`src/rtl/fetch_queue.sv`:
```
// fetch_queue: instruction prefetch queue between instruction memory and IF/ID.
// Issues sequential word fetches over a req/ack interface and buffers up to
// DEPTH {instruction, PC+4} entries. The oldest entry is presented to IF/ID.
// A redirect flushes the queue and restarts fetching from redirect_pc. If a
// request is still outstanding at that point, the stale ack is drained first.
// Optional feature: define FETCHQ_STATS_EN to add the stat_drops/stat_empty
// saturating counters.
module fetch_queue #(
  parameter int          DEPTH    = 4,
  parameter logic [31:0] RESET_PC = 32'h0000_0000
) (
  input  logic        clk,
  input  logic        rst_async_n,
  output logic        imem_req,
  output logic [31:0] imem_addr,
  input  logic        imem_ack,
  input  logic [31:0] imem_rdata,
  input  logic        redirect,
  input  logic [31:0] redirect_pc,
  input  logic        deq_ready,
  output logic        inst_valid,
  output logic [31:0] inst_out,
  output logic [31:0] npc_out
`ifdef FETCHQ_STATS_EN
  ,
  output logic [15:0] stat_drops,
  output logic [15:0] stat_empty
`endif
);

  localparam int             PW      = $clog2(DEPTH);
  localparam int             CW      = PW + 1;
  localparam logic [CW-1:0]  DEPTH_C = CW'(DEPTH);

  // IDLE: queue full, no request. REQ: live fetch at fetch_pc.
  // DROP: draining a request that a redirect made stale.
  typedef enum logic [1:0] {IDLE, REQ, DROP} state_t;

  state_t        state, state_next;
  logic [31:0]   fetch_pc, fetch_pc_next;
  logic [31:0]   stale_addr, stale_addr_next;
  logic [PW-1:0] rd_ptr, wr_ptr;
  logic [CW-1:0] count, count_next;
  logic          enq, deq;

  logic [31:0]   mem_inst [DEPTH];
  logic [31:0]   mem_npc  [DEPTH];

  // Handshake decode and the occupancy after this edge.
  always_comb begin
    enq = (state == REQ) && imem_ack && !redirect;
    deq = inst_valid && deq_ready && !redirect;
    if (redirect) count_next = '0;
    else          count_next = count + CW'(enq) - CW'(deq);
  end

  // Next-state and fetch-address logic.
  always_comb begin
    // NOTE: every variable gets a default first so no path leaves one unassigned (which would infer a latch).
    state_next      = state;
    fetch_pc_next   = fetch_pc;
    stale_addr_next = stale_addr;
    unique case (state)
      IDLE: begin
        if (redirect) begin
          state_next    = REQ;
          fetch_pc_next = redirect_pc;
        end else if (count_next < DEPTH_C) begin
          state_next = REQ;
        end
      end
      REQ: begin
        if (redirect) begin
          fetch_pc_next = redirect_pc;
          if (!imem_ack) begin
            // Memory still owes us this word; keep presenting its address.
            state_next      = DROP;
            stale_addr_next = fetch_pc;
          end
        end else if (imem_ack) begin
          fetch_pc_next = fetch_pc + 32'd4;
          state_next    = (count_next < DEPTH_C) ? REQ : IDLE;
        end
      end
      DROP: begin
        if (redirect) fetch_pc_next = redirect_pc;
        if (imem_ack) state_next = REQ;
      end
      default: state_next = IDLE;
    endcase
  end

  // Control state, fetch PC and queue pointers.
  always_ff @(posedge clk or negedge rst_async_n) begin
    if (!rst_async_n) begin
      // NOTE: sequential state uses non-blocking assignments so every register samples pre-edge values.
      state      <= IDLE;
      fetch_pc   <= RESET_PC;
      stale_addr <= RESET_PC;
      count      <= '0;
      rd_ptr     <= '0;
      wr_ptr     <= '0;
    end else begin
      state      <= state_next;
      fetch_pc   <= fetch_pc_next;
      stale_addr <= stale_addr_next;
      count      <= count_next;
      if (redirect) begin
        rd_ptr <= wr_ptr;
      end else begin
        if (enq) wr_ptr <= wr_ptr + PW'(1);
        if (deq) rd_ptr <= rd_ptr + PW'(1);
      end
    end
  end

  // Entry storage.
  always_ff @(posedge clk) begin
    // NOTE: the storage array has no reset; empty-queue outputs are forced to zero instead.
    if (enq) begin
      mem_inst[wr_ptr] <= imem_rdata;
      mem_npc[wr_ptr]  <= fetch_pc + 32'd4;
    end
  end

  assign imem_req   = (state != IDLE);
  assign imem_addr  = (state == DROP) ? stale_addr : fetch_pc;
  assign inst_valid = (count != '0);
  assign inst_out   = inst_valid ? mem_inst[rd_ptr] : '0;
  assign npc_out    = inst_valid ? mem_npc[rd_ptr]  : '0;

`ifdef FETCHQ_STATS_EN
  logic ack_drop;
  assign ack_drop = imem_ack && (((state == REQ) && redirect) || (state == DROP));

  // Saturating counters of discarded acks and starved consumer cycles.
  always_ff @(posedge clk or negedge rst_async_n) begin
    if (!rst_async_n) begin
      stat_drops <= '0;
      stat_empty <= '0;
    end else begin
      if (ack_drop && (stat_drops != 16'hFFFF))
        stat_drops <= stat_drops + 16'd1;
      if (!inst_valid && deq_ready && (stat_empty != 16'hFFFF))
        stat_empty <= stat_empty + 16'd1;
    end
  end
`endif

endmodule
```
`config.mk`:
```
export PLATFORM = sky130hd
export DESIGN_NAME = fetch_queue
export DESIGN_NICKNAME = d
export VERILOG_FILES = /design/src/rtl/fetch_queue.sv
export SDC_FILE = /design/constraint.sdc
export NUM_CORES = 1
export LEC_CHECK = 0
export ABC_AREA = 1
export CAP_MARGIN = 20
export CORE_MARGIN = 5
export CORE_UTILIZATION = 45
export CTS_CLUSTER_DIAMETER = 50
export CTS_CLUSTER_SIZE = 25
export DETAILED_ROUTE_END_ITERATION = 12
export PLACE_DENSITY = 0.78
export SLEW_MARGIN = 30
export SYNTH_ARGS = -nofsm -noshare
export SYNTH_HDL_FRONTEND = slang
export SYNTH_SLANG_ARGS = --single-unit
```
`constraint.sdc`:
```
create_clock -name clk -period 9.13 [get_ports clk]
set_clock_uncertainty 0.05 [all_clocks]
set_input_delay 0.913 -clock clk [delete_from_list [all_inputs] [get_ports clk]]
set_output_delay 0.913 -clock clk [all_outputs]
set_load 0.02 [all_outputs]
```
# After elaboration in Yosys (flattened, before gate mapping)
# Memories as Yosys holds them, arrays and structs flattened.
# Cells that the tools add are included.
# Widths: inputs -> output; s select.
# op_classes
n_eq_ne	7
n_addsub	5
n_mux	20
n_bitwise	2
n_lt_le_gt_ge	1
n_reduce_logical	15
# ops
op	count
$mux 32	6
$pmux 32 s2	1
$add 32x3->32 const B	1
$mux 2	8
$ne 3x3->1 const B	3
$pmux 2 s3	1
$reduce_and 3->1	2
$reduce_bool 2->1	3
$add 2x1->2 const B	2
$logic_and 1x1->1	4
$reduce_and 4->1	1
$add 3x1->3	1
$lt 3x3->1 const B	1
$mux 1	3
$mux 3	1
$reduce_bool 3->1	1
$sub 3x1->3	1
$eq 2x1->1 const B	1
$eq 2x2->1 const B	1
$logic_not 2->1	1
$ne 2x1->1 const B	1
$ne 2x2->1 const B	1
$not 1->1	2
$reduce_and 2->1	1
2 further kinds	2
# word_totals
inputBits	69
reg_bits	73
word_cells	58
ram_bits	256
n_memories	2
# mem_list
memory	words	word_bits	rd	rd_clocked_by_memory_dff	wr	line	rtl
mem_inst	4	32	1	0	1	46	logic [31:0] mem_inst [DEPTH];
mem_npc	4	32	1	0	1	47	logic [31:0] mem_npc [DEPTH];

# Longest topological paths before layout
# depth
word_depth	11
ltp_mapped	16
depth_no_buf	16

# Worst setup path after synthesis
# No wires, ideal clock.
# synth_path
kind	input to register
from	input redirect
to	memory mem_inst[0][0] (enable)
setup_time_ns	0.487
required_time_ns	8.593
path_slack_ns	4.529
cell_stages	4
n_path_buf	1
t_arrival_ns	4.064
path_cell_list	buf_4 -> nor2_1 -> nand2_1 -> nor2_1
# synth_between
elab_chain_len	4
# synth_rtl
element	line	rtl
start, declared	18	input logic redirect,
$logic_not 1->1	51	enq = (state == REQ) && imem_ack && !redirect;
$logic_and 1x1->1	51	
$mux 1	120	if (enq) begin
$mux 1 (implied by the code)	121	mem_inst[wr_ptr] <= imem_rdata;
end, declared	46	
# Every way passes these cells.

# Final worst setup path
# layout_path
from	register rd_ptr[0]
to	output inst_out[11]
# layout_between
elab_chain_len	2
# layout_rtl
element	line	rtl
start, declared	42	logic [PW-1:0] rd_ptr, wr_ptr;
start signal, assigned	109	rd_ptr <= wr_ptr;
start signal, assigned	112	if (deq) rd_ptr <= rd_ptr + PW'(1);
$mem_v2 4x32	--	
$mux 32	129	assign inst_out = inst_valid ? mem_inst[rd_ptr] : '0;
end, declared	22	output logic [31:0] inst_out,
# Every way passes these cells.

==> results.json <==
{
  "status": "completed",
  "start_util": 0.457,
  "ys_seq_elements": 329,
  "r2r_slack_ps": 5980,
  "clock-sinks": 329,
  "die_w_um": 189,
  "path_delay_family": "buffers and inverters",
  "relSlewSlack": 0.437,
  "seq_area_frac_synth": 0.657,
  "syn_avg_cell_area_um2": 10.3,
  "reg2reg_to": "state[0]$_DFFE_PN0P_",
  "ir_worst_vdd_mv": 0.241,
  "max_stage_delay_ps": 740,
  "syn_nets": 1485,
  "post_cts_buffers": 0,
  "power_mw": 6.31,
  "mostFrequentLayoutCell": "nor2_1",
  "yosysWarnings": 0,
  "n_antenna_cell": 0,
  "totalNegativeSetupSlack_ps": 0,
  "grt_pass1_vias": 10100,
  "drtIter0Drc": 747,
  "ant_nets": 0,
  "cp_max_fo": 98,
  "ctsHoldBuffers": 0,
  "crit_path_start": "rd_ptr[0]$_DFFE_PN0P_",
  "nets": 1623,
  "report.final.slew_viol_count": 0,
  "wirelength_um": 34200,
  "dpl.hpwl_um": 21500,
  "crit_chain": "clkinv_2 -> buf_4 -> o21ai_0 -> a21oi_1 -> clkdlybuf4s50_1",
  "ctsResizeCount": 0,
  "worst-path-stages": 5,
  "critPathCapture": "inst_out[11]",
  "hold_viol_final": 0,
  "gp_congestion": 0.917,
  "endpoint_kind": "primary output",
  "coreArea_um2": 31600,
  "post-place-ws_ps": 5060,
  "hold_path.class": "primary input to asynchronous set/reset pin",
  "die_h_um": 189,
  "root_buffer": "clkbuf_16",
  "io_pins": 167,
  "worstPathRequired_ps": 8170,
  "via_count": 10400,
  "antenna_found_initial": 1,
  "syn_inst": 1408,
  "cts_max_path_buffers": 3,
  "period_share": 0.500,
  "power_leakage_nw": 6.57,
  "cpMaxStageDelayCell": "buf_4",
  "cp_num_buf_inv": 3,
  "stdcell_area_um2": 17600,
  "worstSetupStartpointType": "register",
  "rr_startpoint": "count[1]$_DFF_PN0_",
  "drc": 0,
  "placed_area_um2": 16400,
  "drive_gt1_frac": 0.0872,
  "maxCapViolCount": 0,
  "row_count": 65,
  "worstSetupPathType": "register to primary output",
  "crit_arrival_ps": 3610,
  "synth_cell_types": 33,
  "clock_latency_ps": 590,
  "layoutNonFillerInstCount": 1973,
  "grt_pass1_wl_um": 53800,
  "final_util": 0.556,
  "cts-buffers-inserted": 31,
  "clk_pin_slew_ps": 90,
  "hold-worst-slack_ps": 388,
  "placed_cells": 1914,
  "final_cell_mix": "nor2_1 (369), edfxtp_1 (256), nand2_1 (186)",
  "grt_start_max_net_pins": 99,
  "setup_ws_ps": 4560,
  "rr_worst_depth": 16,
  "worstMarginPinSlew_ps": 844,
  "finalCriticalPeriod_ps": 4570,
  "grt.total_usage": 0.186,
  "firstDrtPassIters": 5,
  "synthToLayoutAreaGrowth_pct": 21.4,
  "syn_area_um2": 14500,
  "routedWlPerCell_um": 17.3,
  "final-setup-viol-count": 0,
  "cts_tree": "built",
  "max_freq_mhz": 219,
  "die-area_um2": 35800,
  "port_buffers": 166,
  "overflow": 0,
  "p_per_area_nw_per_um2": 359,
  "htree_levels": 1,
  "rsz0062_at_grt": "no",
  "viasPerCell": 5.26
}
## final cells by class
cell class / instances / area [um^2]
clock buffers: 31 / 776
clock inverters: 27 / 363
fillers: 2561 / 14100
inverters: 61 / 230
multi-input cells: 944 / 4400
flip-flops and latches: 329 / 9520
well taps: 402 / 503
repair buffers: 179 / 1780
## metal layers
| metal | part of all wire | up-vias | track usage |
|---|---|---|---|
| li1 | - | 5048 | - |
| met1 | 0.43 | 4905 | 0.259 |
| met2 | 0.47 | 350 | 0.301 |
| met3 | 0.069 | 75 | 0.0339 |
| met4 | 0.033 | 2 | 0.0559 |
| met5 | 0.00038 | - | 0 |
## synthesized netlist by cell type, drive strengths merged
cell type	instances	share of area
fa	1	0.0014
o21ai	185	0.070
a22oi	1	0.00052
or3	1	0.00078
xor2	9	0.0054
nor3	1	0.00035
and2	1	0.00043
inv	61	0.016
nand3b	2	0.0010
a21oi	115	0.040
buf	56	0.021
o22ai	7	0.0030
nand3	27	0.0093
a31oi	1	0.00043
clkbuf	18	0.0047
ha	7	0.0061
dfrtp	73	0.13
edfxtp	256	0.53
nand2	199	0.055
nor2	387	0.11
## worst register-to-register path: cells and delay by family (launching register included)
family | cells | cell delay (ps)
flip-flops | 1 | 430
AO/OA/AOI/OAI | 1 | 80
AND/OR/NAND/NOR | 8 | 800
buffers and inverters | 4 | 830
adder cells (fa/ha/maj) | 3 | 830
## flip-flops by register name (all words and copies together) (netlist names)
register    flops
mem_inst      128
mem_npc       128
fetch_pc       32
stale_addr     32
count           3
rd_ptr          2
state           2
wr_ptr          2
## power by group
part	switching (mW)	internal (mW)	total [mW]
Clock	0.680	0.718	1.40
Combinational	1.78	0.999	2.78
Sequential	0.182	1.95	2.13
## kinds of logic after synthesis
kind of cell,count (synthesis),share of synthesized area
buffers and inverters,135,0.0416
AOI/OAI and AO/OA,309,0.114
xor gates and xnor gates,9,0.00545
and+or+nand+nor,618,0.174
DFF,329,0.657
adders and majority gates,8,0.00743
## worst min-delay path by stage
stage,to,slack (ps),depth (start not counted)
2_1_floorplan,stale_addr[8]$_DFFE_PN0P_,400,2
3_3_place_gp,stale_addr[2]$_DFFE_PN0P_,410,2
3_5_place_dp,stale_addr[27]$_DFFE_PN0P_,420,2
4_1_cts,fetch_pc[25]$_DFFE_PN0P_,400,2
5_1_grt,fetch_pc[25]$_DFFE_PN0P_,450,2
6_report,fetch_pc[25]$_DFFE_PN0P_,390,2
Note: power is estimated with default switching activity, not from simulation.
==> variant 1 (same settings) <==
The parameter `DEPTH` goes from 4 to 8. Comments in the files are not updated.
--- a/src/rtl/fetch_queue.sv
+++ b/src/rtl/fetch_queue.sv
@@ -6,7 +6,7 @@
 // Optional feature: define FETCHQ_STATS_EN to add the stat_drops/stat_empty
 // saturating counters.
 module fetch_queue #(
-  parameter int          DEPTH    = 4,
+  parameter int          DEPTH    = 8,
   parameter logic [31:0] RESET_PC = 32'h0000_0000
 ) (
   input  logic        clk,
Formal check against the unedited RTL: not equivalent (a bounded check fails within 10 cycles, from zero or initial values and one cycle with rst_async_n low).
==> variant 1 against the unedited design <==
- first-iteration DRC count grew 95%
- synthesized area grew 70%
- combinational power grew 38%
- sequential share of layout area grew 6.1 points
- design area grew 63%
- sequential cell count grew 259
- power grew 57%
- core utilization shrank 2.3 points
- worst hold slack lost 0.31 ns
- sequential power grew 70%
- worst setup slack lost 0.70 ns
- register-to-register slack gained 0.02 ns
- routed wire length grew 73%
- critical endpoint is now inst_out[13]
==> variant 1: results (changes against the unedited design) <==
[run_status]
status=finished, final reports clean

[timing]
tightestPinTransition_ns=0.954  ; +0.110 ns

[placement]
dpl_cell_area_um2=26700  ; +63%
gp_congestion=0.885  ; -3.5%

[pwr]
swShare=0.399  ; -0.0199
vdd_drop_max_uv=264  ; +9.5%

[global_routing]
grt_max_degree=146  ; +47%
grt_pass1_wl_um=91500  ; +70%
grt_pass1_vias=16400  ; +63%
grt_antenna_before_repair=2  ; +1
grtUsageTotal=0.194  ; +0.00771

[route]
drc=0  ; unchanged
drt_wl_total_um=59000  ; +73%
dr.pass1.iters=6  ; +1
routed_via_density=5.49  ; +4.4%

[logic_synthesis]
synth_async_sr_flop_share=0.129  ; -0.0926
synth_edf_count=512  ; +100%
synth_area_leaders=edfxtp_1 63%, nor2_1 9.2%, dfrtp_1 7.7%
synth_cell_types=31  ; -6.1%
ys_seq_area_frac=0.704  ; +0.0464
ys_top_cells_by_count=602 x nor2_1, 512 x edfxtp_1, 283 x o21ai_0

[worst_setup_path]
path_max_fanout=145  ; +48%
slowest_delay_ns=0.77  ; +0.03 ns
cp.arrival_ns=4.31  ; +0.70 ns

[final_layout]
postLayoutCoreUtil=0.532  ; -0.0232
layout-drive-gt1-share=0.0623  ; -0.0249
fill_cells=4403  ; +72%

[clock_tree]
cts.clk_slew.worst_paths_ns=0.08
cts_buffers=52  ; +68%
htree_levels=2  ; +1
clkLatencyLatePin_ns=0.61  ; +0.02 ns

[variant 1: changes by cell type after synthesis, sizes merged, moves of 40 or more]
cell	before	now
o32ai	0	64
o21ai	185	399
nand2	199	239
clkbuf	18	73
a21oi	115	8
edfxtp	256	512
nor2	387	608
[variant 1: cell type report]
class                           count  share of cell area
Sequential cell                   588               0.602
Multi-Input combinational cell   1401               0.224
Timing Repair Buffer              191              0.0657
Clock buffer                       55              0.0465
Tap cell                          696              0.0303
Clock inverter                     41              0.0216
Inverter                           68             0.00920
Antenna cell                        2            0.000174
[variant 1: path summary, 6_finish.rpt]
kind | from | endpoint | slack (ns) | cells after the start
setup / recovery | rd_ptr[0] | inst_out[13] | 3.86 | 7
hold / removal | rst_async_n | fetch_pc[25] | 0.07 | 1
max in group asynchronous | rst_async_n | rd_ptr[0] | 8.02 | 2
setup reg to reg | count[2] | count[2] | 6.00 | 12
min in group clk | stale_addr[21] | stale_addr[21] | 0.44 | 2
hold reg to reg | stale_addr[21] | stale_addr[21] | 0.44 | 2
[variant 1: per-layer routing]
layer	vias up	part of all wire	track usage
li1	7883	-	-
met1	8126	0.43	0.270
met2	617	0.48	0.318
met3	74	0.074	0.0375
met4	2	0.019	0.0481
met5	-	0.00022	0
[variant 1: cells by family (layout without fill, tap and decap cells)]
kind of cell,count (synthesis),after routing,share of synthesized area
AO/OA/AOI/OAI,484,484,0.109
AND/OR/NAND/NOR,892,892,0.140
other,0,2,0
flip-flops,588,588,0.704
XOR/XNOR,16,16,0.00571
adder cells (fa/ha/maj),9,9,0.00489
buffers and inverters,200,355,0.0366
[variant 1: power by group through the flow]
stage               Sequential, mW  Combinational [mW]  Clock, mW
global route                  3.67                4.23       2.57
floorplan                     3.57                2.47          0
detailed placement            3.68                3.83          0
finish                        3.63                3.84       2.42
CTS                           3.62                3.86       2.47
global placement              3.66                3.72          0
[variant 1: per-stage QoR]
| stage | std cells | worst slack (ns) |
|---|---|---|
| detailed placement | 2944 | 4.53 |
| floorplan | 2189 | 2.54 |
| finish | 3042 | 3.86 |
| global placement | 2943 | 4.14 |
| global route | 3040 | 3.56 |
| CTS | 3040 | 3.87 |
[variant 1: worst register-to-register path, delay by kind of cell, from the launching register on]
kind	cells	cell delay, ns
xor+xnor	1	0.17
flops	1	0.34
simple gates	3	1.04
buf+inv	4	0.38
fa+ha+maj	4	1.05
==> variant 2 (config.mk and constraints unchanged) <==
Made on the original files. Encoding of `state_t`: now one-hot (3 bits for 3 states).
--- a/src/rtl/fetch_queue.sv
+++ b/src/rtl/fetch_queue.sv
@@ -34,7 +34,7 @@
 
   // IDLE: queue full, no request. REQ: live fetch at fetch_pc.
   // DROP: draining a request that a redirect made stale.
-  typedef enum logic [1:0] {IDLE, REQ, DROP} state_t;
+  typedef enum logic [2:0] {IDLE = 3'b001, REQ = 3'b010, DROP = 3'b100} state_t;
 
   state_t        state, state_next;
   logic [31:0]   fetch_pc, fetch_pc_next;
Behaviour: no difference found for any inputs over 4 cycles, from zero or initial values and one cycle with rst_async_n low; so few cycles prove little.
==> variant 2 against the unedited design <==
- fmax is 1.5% lower
- first-iteration DRC count fell by 8.6%
- combinational power decreased by 7.9%
- sequential cell count grew 1
- design area increased by 0.83%
- via count rose by 2.7%
- routed wire length increased by 3.0%
- count of clock-buffer cells in the layout is 2 higher
- synthesized area up 1.1%
- worst setup slack worse by 0.069 ns
- non-clock buffer count down 2
- core utilization shrank 0.67 points
- power shrank 5.8%
- largest cell class unchanged
- largest power group unchanged
==> variant 2: results (changes against the unedited design) <==
[logic_synthesis]
synth_area_leaders=edfxtp_1 53%, dfrtp_1 12%, nor2_1 8.2%
synth.avg_cell_area_um2=9.92  ; -3.5%
synth_top_area_share=0.525  ; -0.00595
synth_async_sr_flop_share=0.224  ; +0.00236
ys_top_cells_by_count=319 x nor2_1, 266 x nand2_1, 256 x edfxtp_1
ys_ff_latch=330  ; +0.30%
synth_cell_types=32  ; -3.0%
synth_nets=1553  ; +4.6%

[worst_setup_path]
path_max_fanout=76  ; -22%

[route]
drt_iter0_drc=683  ; -8.6%
drt_wl_total_um=35200  ; +3.0%
routed_via_density=5.13  ; -2.5%
post_drt_wl_per_cell_um=16.9  ; -2.2%

[final_layout]
multi_input_comb_cells=977  ; +3.5%
layout-drive-gt1-share=0.0679  ; -0.0193
nets=1688  ; +4.0%
area_share_clock_buf_inv=0.0607  ; -0.00406
diodes=1  ; +1
seq_area_um2=9550  ; +0.28%
n_clock_buffer=33  ; +6.5%
n_all_inverters=95  ; +56%

[pwr]
p_leak_nw=6.65  ; +1.2%
cellPowerDensity_nw_per_um2=336  ; -6.5%
intPower_mw=3.52  ; -3.9%

[placement]
post-place-ws_ns=5.02  ; -0.0373 ns
dpl_cell_area_um2=16600  ; +1.2%
placed_cells=2020  ; +5.5%
gp_congestion=0.890  ; -2.9%
place_hpwl_um=21900  ; +1.6%

[clock_tree]
cts.clk_slew.worst_paths_ns=0.07  ; -0.02 ns
clkLatencyLatePin_ns=0.56  ; -0.03 ns

[run_status]
status=finished, final reports clean

[global_routing]
grt_pass1_vias=10200  ; +0.95%
grtUsageTotal=0.189  ; +0.00292

variant 2: cell count changes after synthesis, moves of 23 or more:
| cell | change |
|---|---|
| a21oi_1 | -46 |
| nor2_1 | -55 |
| nand2_1 | +79 |
| o21ai_2 | -23 |
| o21ai_0 | +59 |
| inv_1 | +35 |
variant 2: cell families after synthesis:
group / synth area share
AO/OA/AOI/OAI: 0.0990
buffers and inverters: 0.0498
adder cells (fa/ha/maj): 0.00735
XOR/XNOR: 0.00479
AND/OR/NAND/NOR: 0.187
flip-flops: 0.652
variant 2: routing by layer:
metal / up-vias / GRT usage / share of wire
met5: - / 0 / 0.00037
met4: 2 / 0.0583 / 0.030
met3: 63 / 0.0300 / 0.068
met2: 379 / 0.306 / 0.47
met1: 5012 / 0.265 / 0.44
li1: 5203 / - / -
variant 2: power by group through the flow:
stage | clock network [mW] | logic, mW | registers (mW)
final | 1.33 | 2.56 | 2.06
after global routing | 1.41 | 2.83 | 2.09
after CTS | 1.35 | 2.57 | 2.06
after detailed placement | 0 | 2.56 | 2.09
after global placement | 0 | 2.51 | 2.08
after floorplan | 0 | 1.63 | 2.03
variant 2: final timing paths:
| kind | end | slack, ns | startpoint | depth (start not counted) |
|---|---|---|---|---|
| worst max-delay path | npc_out[18] | 4.49 | rd_ptr[0] | 5 |
| max in group asynchronous | rd_ptr[0] | 8.00 | rst_async_n | 2 |
| worst max register to register | state[1] | 6.09 | state[2] | 16 |
| min in group clk | stale_addr[18] | 0.44 | stale_addr[18] | 2 |
| worst min-delay path | stale_addr[25] | 0.42 | rst_async_n | 2 |
| worst min register to register | stale_addr[18] | 0.44 | stale_addr[18] | 2 |
